`src/rtl/window_kernel_pairer.sv`:
```
// Streams an image through K_DIM-1 line buffers and a K_DIM x K_DIM shift window,
// pairing each complete window with a kernel loaded ahead of the image.
module window_kernel_pairer #(
  parameter int M_BITS    = 32,
  parameter int K_DIM     = 3,
  parameter int IMG_W_MAX = 16,
  parameter int I_BITS    = 8
) (
  input  logic                              clk,
  input  logic                              aresetn,
  input  logic [I_BITS-1:0]                 cfg_img_width,
  input  logic [K_DIM*M_BITS-1:0]           kernel_in_data,
  input  logic                              kernel_in_valid,
  input  logic                              kernel_in_last,
  output logic                              kernel_in_ready,
  input  logic [M_BITS-1:0]                 img_in_data,
  input  logic                              img_in_valid,
  input  logic                              img_in_last,
  output logic                              img_in_ready,
  output logic [K_DIM*K_DIM*M_BITS-1:0]     mult_data,
  output logic [K_DIM*K_DIM*M_BITS-1:0]     mult_kernel,
  output logic [2*I_BITS-1:0]               mult_user,
  output logic                              mult_valid,
  output logic                              mult_last,
  input  logic                              mult_ready,
  output logic                              err
);
  localparam int KW = $clog2(K_DIM + 1);
  localparam int CW = (IMG_W_MAX > 1) ? $clog2(IMG_W_MAX) : 1;

  typedef logic [K_DIM-1:0][K_DIM-1:0][M_BITS-1:0] win_t;
  typedef enum logic [1:0] {LOAD_KERNEL, STREAM, DRAIN} state_t;

  state_t                         state;
  logic [KW-1:0]                  krow;
  logic [I_BITS-1:0]              width, col, row;
  win_t                           kernel, win, nwin, out_data;
  logic [M_BITS-1:0]              lb [K_DIM-1][IMG_W_MAX];
  logic [K_DIM-1:0][M_BITS-1:0]   col_vec;
  logic [CW-1:0]                  cidx;
  logic                           kready, k_acc, p_acc, out_xfer;
  logic                           col_end, win_ok, k_done, w_lo, w_hi;

  assign kernel_in_ready = kready;
  assign img_in_ready    = (state == STREAM) && (!mult_valid || mult_ready);
  assign k_acc    = kernel_in_valid && kready && (state == LOAD_KERNEL);
  assign p_acc    = img_in_valid && img_in_ready;
  assign out_xfer = mult_valid && mult_ready;
  assign cidx     = col[CW-1:0];
  assign col_end  = (col == width - I_BITS'(1));
  assign win_ok   = (row >= I_BITS'(K_DIM-1)) && (col >= I_BITS'(K_DIM-1));
  assign k_done   = kernel_in_last || (krow == KW'(K_DIM-1));
  assign w_lo     = cfg_img_width < I_BITS'(K_DIM);
  assign w_hi     = cfg_img_width > I_BITS'(IMG_W_MAX);

  assign mult_data   = out_data;
  assign mult_kernel = kernel;

  // Column vector for the incoming pixel: oldest buffered row first, new pixel at the bottom.
  always_comb begin
    col_vec = '0;
    for (int r = 0; r < K_DIM-1; r++) col_vec[r] = lb[r][cidx];
    col_vec[K_DIM-1] = img_in_data;
    nwin = '0;
    for (int r = 0; r < K_DIM; r++) begin
      for (int c = 0; c < K_DIM-1; c++) nwin[r][c] = win[r][c+1];
      nwin[r][K_DIM-1] = col_vec[r];
    end
  end

  // Line buffers and window need no reset: every window is refilled before it is emitted.
  always_ff @(posedge clk) begin
    if (p_acc) begin
      for (int r = 0; r < K_DIM-2; r++) lb[r][cidx] <= lb[r+1][cidx];
      lb[K_DIM-2][cidx] <= img_in_data;
      win <= nwin;
    end
  end

  always_ff @(posedge clk) begin
    if (!aresetn) begin
      state      <= LOAD_KERNEL;
      kready     <= 1'b0;
      krow       <= '0;
      width      <= '0;
      col        <= '0;
      row        <= '0;
      kernel     <= '0;
      out_data   <= '0;
      mult_user  <= '0;
      mult_valid <= 1'b0;
      mult_last  <= 1'b0;
      err        <= 1'b0;
    end else begin
      err <= 1'b0;
      if (out_xfer) begin
        mult_valid <= 1'b0;
        mult_last  <= 1'b0;
      end
      case (state)
        LOAD_KERNEL: begin
          kready <= 1'b1;
          if (k_acc) begin
            // First beat clears stale rows so a short kernel leaves zeros behind.
            for (int r = 0; r < K_DIM; r++) begin
              if (KW'(r) == krow)  kernel[r] <= kernel_in_data;
              else if (krow == '0) kernel[r] <= '0;
            end
            krow <= krow + KW'(1);
            if (k_done) begin
              state  <= STREAM;
              kready <= 1'b0;
              krow   <= '0;
              col    <= '0;
              row    <= '0;
              width  <= w_lo ? I_BITS'(K_DIM) : (w_hi ? I_BITS'(IMG_W_MAX) : cfg_img_width);
              err    <= (kernel_in_last != (krow == KW'(K_DIM-1))) || w_lo || w_hi;
            end
          end
        end
        STREAM: begin
          if (p_acc) begin
            if (col_end) begin
              col <= '0;
              row <= row + I_BITS'(1);
            end else begin
              col <= col + I_BITS'(1);
            end
            if (win_ok) begin
              mult_valid <= 1'b1;
              out_data   <= nwin;
              mult_user  <= {row - I_BITS'(K_DIM-1), col - I_BITS'(K_DIM-1)};
              mult_last  <= img_in_last;
            end
            if (img_in_last) begin
              state <= DRAIN;
              err   <= !col_end || (row < I_BITS'(K_DIM-1));
            end
          end
        end
        DRAIN: begin
          if (!mult_valid || mult_ready) begin
            state  <= LOAD_KERNEL;
            kready <= 1'b1;
          end
        end
        default: state <= LOAD_KERNEL;
      endcase
    end
  end
endmodule

```
`config.mk`:
```
export PLATFORM = sky130hd
export DESIGN_NAME = window_kernel_pairer
export DESIGN_NICKNAME = d
export VERILOG_FILES = /design/src/rtl/window_kernel_pairer.sv
export SDC_FILE = /design/constraint.sdc
export NUM_CORES = 2
export LEC_CHECK = 0
export CORE_MARGIN = 3
export CORE_UTILIZATION = 56
export DETAILED_ROUTE_END_ITERATION = 10
export PLACE_DENSITY_LB_ADDON = 0.25
export RECOVER_POWER = 25
export SYNTH_ARGS = -nofsm -noshare
export SYNTH_HDL_FRONTEND = slang
export SYNTH_SLANG_ARGS = --single-unit
```
`constraint.sdc`:
```
create_clock -name clk -period 15.5 [get_ports clk]
set_input_delay 2.325 -clock clk [delete_from_list [all_inputs] [get_ports clk]]
set_output_delay 2.325 -clock clk [all_outputs]
set_load 0.02 [all_outputs]
```
======== Word-level counts from Yosys, hierarchy flattened ========
Memory sizes are Yosys's and may differ from the RTL's.
Cells that the tools add are included.
cells by class
  magnitude comparators ................... 7
  mux-type cells .......................... 47
  equal/unequal tests ..................... 13
  bitwise gates (word level) .............. 1
  add/sub/neg operators ................... 6
  reduce and logical (&&, ||, !) cells .... 30
operator list
  operator             count
  $mux 512             1
  $mux 96              3
  $bmux 32 s4          2
  $mux 32              5
  $demux 32 s4         1
  $mux 8               8
  $pmux 8 s2           2
  $add 8x1->8 const B  2
  $ge 8x2->1 const B   2
  $lt 8x2->1 const B   2
  $mux 1               16
  $sub 8x2->8 const B  2
  $reduce_and 3->1     5
  $mux 2               6
  $ne 2x2->1 const B   6
  $reduce_and 5->1     2
  $eq 8x8->1           1
  $gt 8x5->1 const B   1
  $reduce_bool 2->1    4
  $sub 8x1->8 const B  1
  $logic_and 1x1->1    7
  $pmux 2 s3           1
  $ge 5x5->1 const B   1
  $logic_or 1x1->1     5
  13 further kinds     18
word-level totals
  input bits .............................. 143
  register bits after elaboration ......... 816
  memories kept ........................... 1
  memory bits (writable) .................. 1024
  word-level logic and storage cells ...... 139
memories
  memory  words  bits a word  rd ports  clocked after Yosys merged registers in  wr ports  line  source
  lb      2      512          2         0                                        2         38    logic [M_BITS-1:0] lb [K_DIM-1][IMG_W_MAX];

======== Longest topological paths before layout ========
  depth after elaboration ................. 7
  gate-level depth with buffers ........... 12

======== Least setup slack after synthesis ========
No wires, ideal clock.
  kind .................................... input port to flip-flop
  start ................................... input mult_ready
  end ..................................... memory lb[0][416] in the netlist's numbering (enable)
  data required time ...................... 14.936 ns
  stages on the path ...................... 5
  path buffers ............................ 1
  library setup time ...................... 0.564 ns
  path slack .............................. 1.563 ns
  data arrival time ....................... 13.373 ns
  cells stage by stage .................... nor2b_1 > nor3b_1 > clkbuf_1 > nand2_1 > nor3_1
RTL lines
  item         line  source
  from (decl)  25    input logic mult_ready,
  to (decl)    38

==> flow_summary.yaml <==
outcome:
  status: "finished, violations left"
  violations: "max-capacitance violations, max-slew violations"
global_route:
  grt_pass1_vias: 39470
  grt_first_pass_wirelength_um: 271500
  track_usage_pct: 30.46
  overflow: 0
  antenna_found_initial: 5
  grt_max_degree: 187
timing:
  finClkSkew_ns: 0.03315
  drv_slew: 290
  max_freq_ghz: 0.1190
  setup_viol: 0
  layout_setup_ws_ns: 7.093
  min_period_over_period_pct: 54.24
  tns_ns: 0
  rsz0062_at_grt: "false"
  slew_headroom_pct: -161.8
  tightest_slew_ns: 3.926
  finalHoldViolCount: 0
  post-route-min-period_ns: 8.407
route:
  dr.pass1.iters: 6
  drc_errors: 0
  via_per_inst: 6.087
  routed_wl_um: 188200
  wl_per_cell_um: 28.35
  drt-initial-drc-count: 4719
  postRouteAntennaNets: 0
  vias: 40410
clock_network:
  postCtsHoldBufs: 0
  cts_max_level: 4
  clockBufferDepth: 3
  ctsResizeCount: 0
  cts_sinks: 1840
  root_buffer: "clkbuf_16"
  cts_setup_buffers: 0
  clock_latency_ns: 0.79
  cts_tree: "yes"
  cts_buffers: 178
  path_clk_slew_ns: 0.06
logic_synthesis:
  synth_edf_count: 1216
  yosys_register_bits: 1840
  syn_nets: 4429
  synth_top_cell_area_share_pct: 55.20
  avgSynthCellArea_um2: 15.49
  yosysSeqAreaShare_pct: 74.09
  ys_types: 56
  postSynthCellCount: 4271
  synthArstFlopShare_pct: 0
  ys_top_cells_by_count: "1216 x edfxtp_1, 802 x nand2_1, 624 x dfxtp_1, 405 x a21oi_1, 320 x mux4_2"
  yosys.area.top_type: "edfxtp_1"
  synth.most_common_cell: "edfxtp_1"
  synth_flop_cell: "edfxtp_1"
  ys_top_cells_by_area: "edfxtp_1 55%, dfxtp_1 19%, mux4_2 11%"
  yosys_warnings: 0
  synth_area_um2: 66150
placement:
  placedInstanceArea_um2: 74880
  dp_hpwl_um: 109900
  place_ws_ns: 9.039
  routabilityCongestion: 0.9037
  portBuffers: 739
min_path:
  holdCritPathClass: "register to register"
worst_setup_path:
  crit_slowest_cell: "clkbuf_1"
  required_ns: 16.21
  path_class: "register to register"
  cp_max_fo: 62
  worstPathCellList: "clkbuf_1, clkbuf_1, mux4_2, mux4_2, nand2_1, a21oi_1"
  arrival_ns: 9.11
  cp_top_family: "buffers and inverters"
  crit_buf_inv: 2
  cp-start-kind: "register"
  critPathCaptureType: "register"
  critical-path-max-stage-delay_ns: 2.87
cells_and_area:
  final_area_um2: 80570
  layout-drive-gt1-share_pct: 12.78
  utilization_pct: 69.06
  final_nets: 5120
  synthToLayoutAreaGrowth_pct: 21.80
power:
  peakVddDrop_mv: 0.1357
  powerDensity_nw_per_um2: 121.1
  p_leak_nw: 25.24
floorplanning:
  die_h_um: 349.7
  io_pins: 740
  core_um2: 116700
  die_width_um: 349.7
  die_area_um2: 122300
  floorplan.initialDensity_pct: 56.69
  rows: 125
flow_run:
  cap_viol_max_count: 7
-- cells in the final DEF, fill, tap and decap left out, types with 11 or more instances in the layout --
cell type	netlist	final
clkbuf_16	0	180
nand3_1	13	13
inv_1	15	15
clkbuf_1	181	53
a21oi_1	405	405
dlygate4sd3_1	0	35
clkbuf_8	0	20
nand2_1	802	801
a211oi_1	12	12
mux4_2	320	320
nor2_1	245	231
nor3_1	15	11
edfxtp_1	1216	1216
clkinv_1	0	30
nor2_4	0	14
a22oi_1	194	194
ha_1	15	15
clkinv_2	0	20
dfxtp_1	624	622
clkdlybuf4s50_1	0	704
buf_4	12	50
-- registers in the layout, summed over array words and instances (netlist names), 8 cells and up --
signal and cells:
width 8, lb 1024, mult_data 288, row 8, mult_kernel 288, mult_user 16
nwin 192, col 8
-- path summary, 6_finish.rpt --
check / end / slack (ns) / cells past startpoint / startpoint
min reg2reg: nwin[215] / 0.42 / 0 / nwin[247]
min: nwin[215] / 0.42 / 0 / nwin[247]
max reg2reg: mult_data[173] / 7.09 / 6 / col[1]
max: mult_data[173] / 7.09 / 6 / col[1]
-- cell families (layout without fill, tap and decap cells) --
kind of cell / count (synthesis) / after routing / synth area share (%)
AOI/OAI and AO/OA: 647 / 647 / 5.856
xor gates and xnor gates: 18 / 18 / 0.2383
adders and majority gates: 15 / 15 / 0.2837
buffers and inverters: 301 / 1139 / 1.903
DFF: 1840 / 1840 / 74.09
muxes: 322 / 322 / 10.93
other: 0 / 5 / 0
and+or+nand+nor: 1128 / 1128 / 6.705
-- stage by stage --
step | hold WS (ns) | std cells | total power, mW
6_report | 0.4241 | 6638 | 9.756
3_5_place_dp | 0.4336 | 6306 | 5.632
4_1_cts | 0.4333 | 6633 | 9.810
3_3_place_gp | 0.4288 | 6306 | 5.628
5_1_grt | 0.4532 | 6634 | 10.01
2_1_floorplan | 0.4262 | 4271 | 5.472
-- metal layers --
metal | vias to the layer above | global-route usage, % | wire length [um] | share of wire, %
met5 | - | 0 | 12 | 0.0064
met4 | 2 | 15.08 | 9907 | 5.3
met3 | 441 | 6.624 | 17530 | 9.3
met2 | 2247 | 49.44 | 91820 | 49
met1 | 20380 | 39.29 | 68930 | 37
li1 | 17340 | - | - | -
-- power breakdown --
group / internal, mW / switching (mW)
combinational: 0.0904 / 0.191
sequential: 5.23 / 0.0149
clock: 2.38 / 1.85
total: 7.70 / 2.05
-- cell type report --
class | count | area [um^2]
multi-input cells | 2130 | 16020
well taps | 1524 | 1907
diodes | 5 | 12.51
fillers | 7612 | 36100
repair buffers | 796 | 7831
flip-flops and latches | 1840 | 49010
clock buffers | 248 | 4960
inverters | 16 | 67.56
clock inverters | 79 | 755.7
-- worst register-to-register path: cells and delay by family (launching register included) --
kind / cells / cell delay (ns)
mux: 2 / 1.54
compound gates: 1 / 0.15
simple gates: 1 / 0.12
flops: 1 / 1.60
buf+inv: 2 / 4.94
Note: power is estimated with default switching activity, not from simulation.
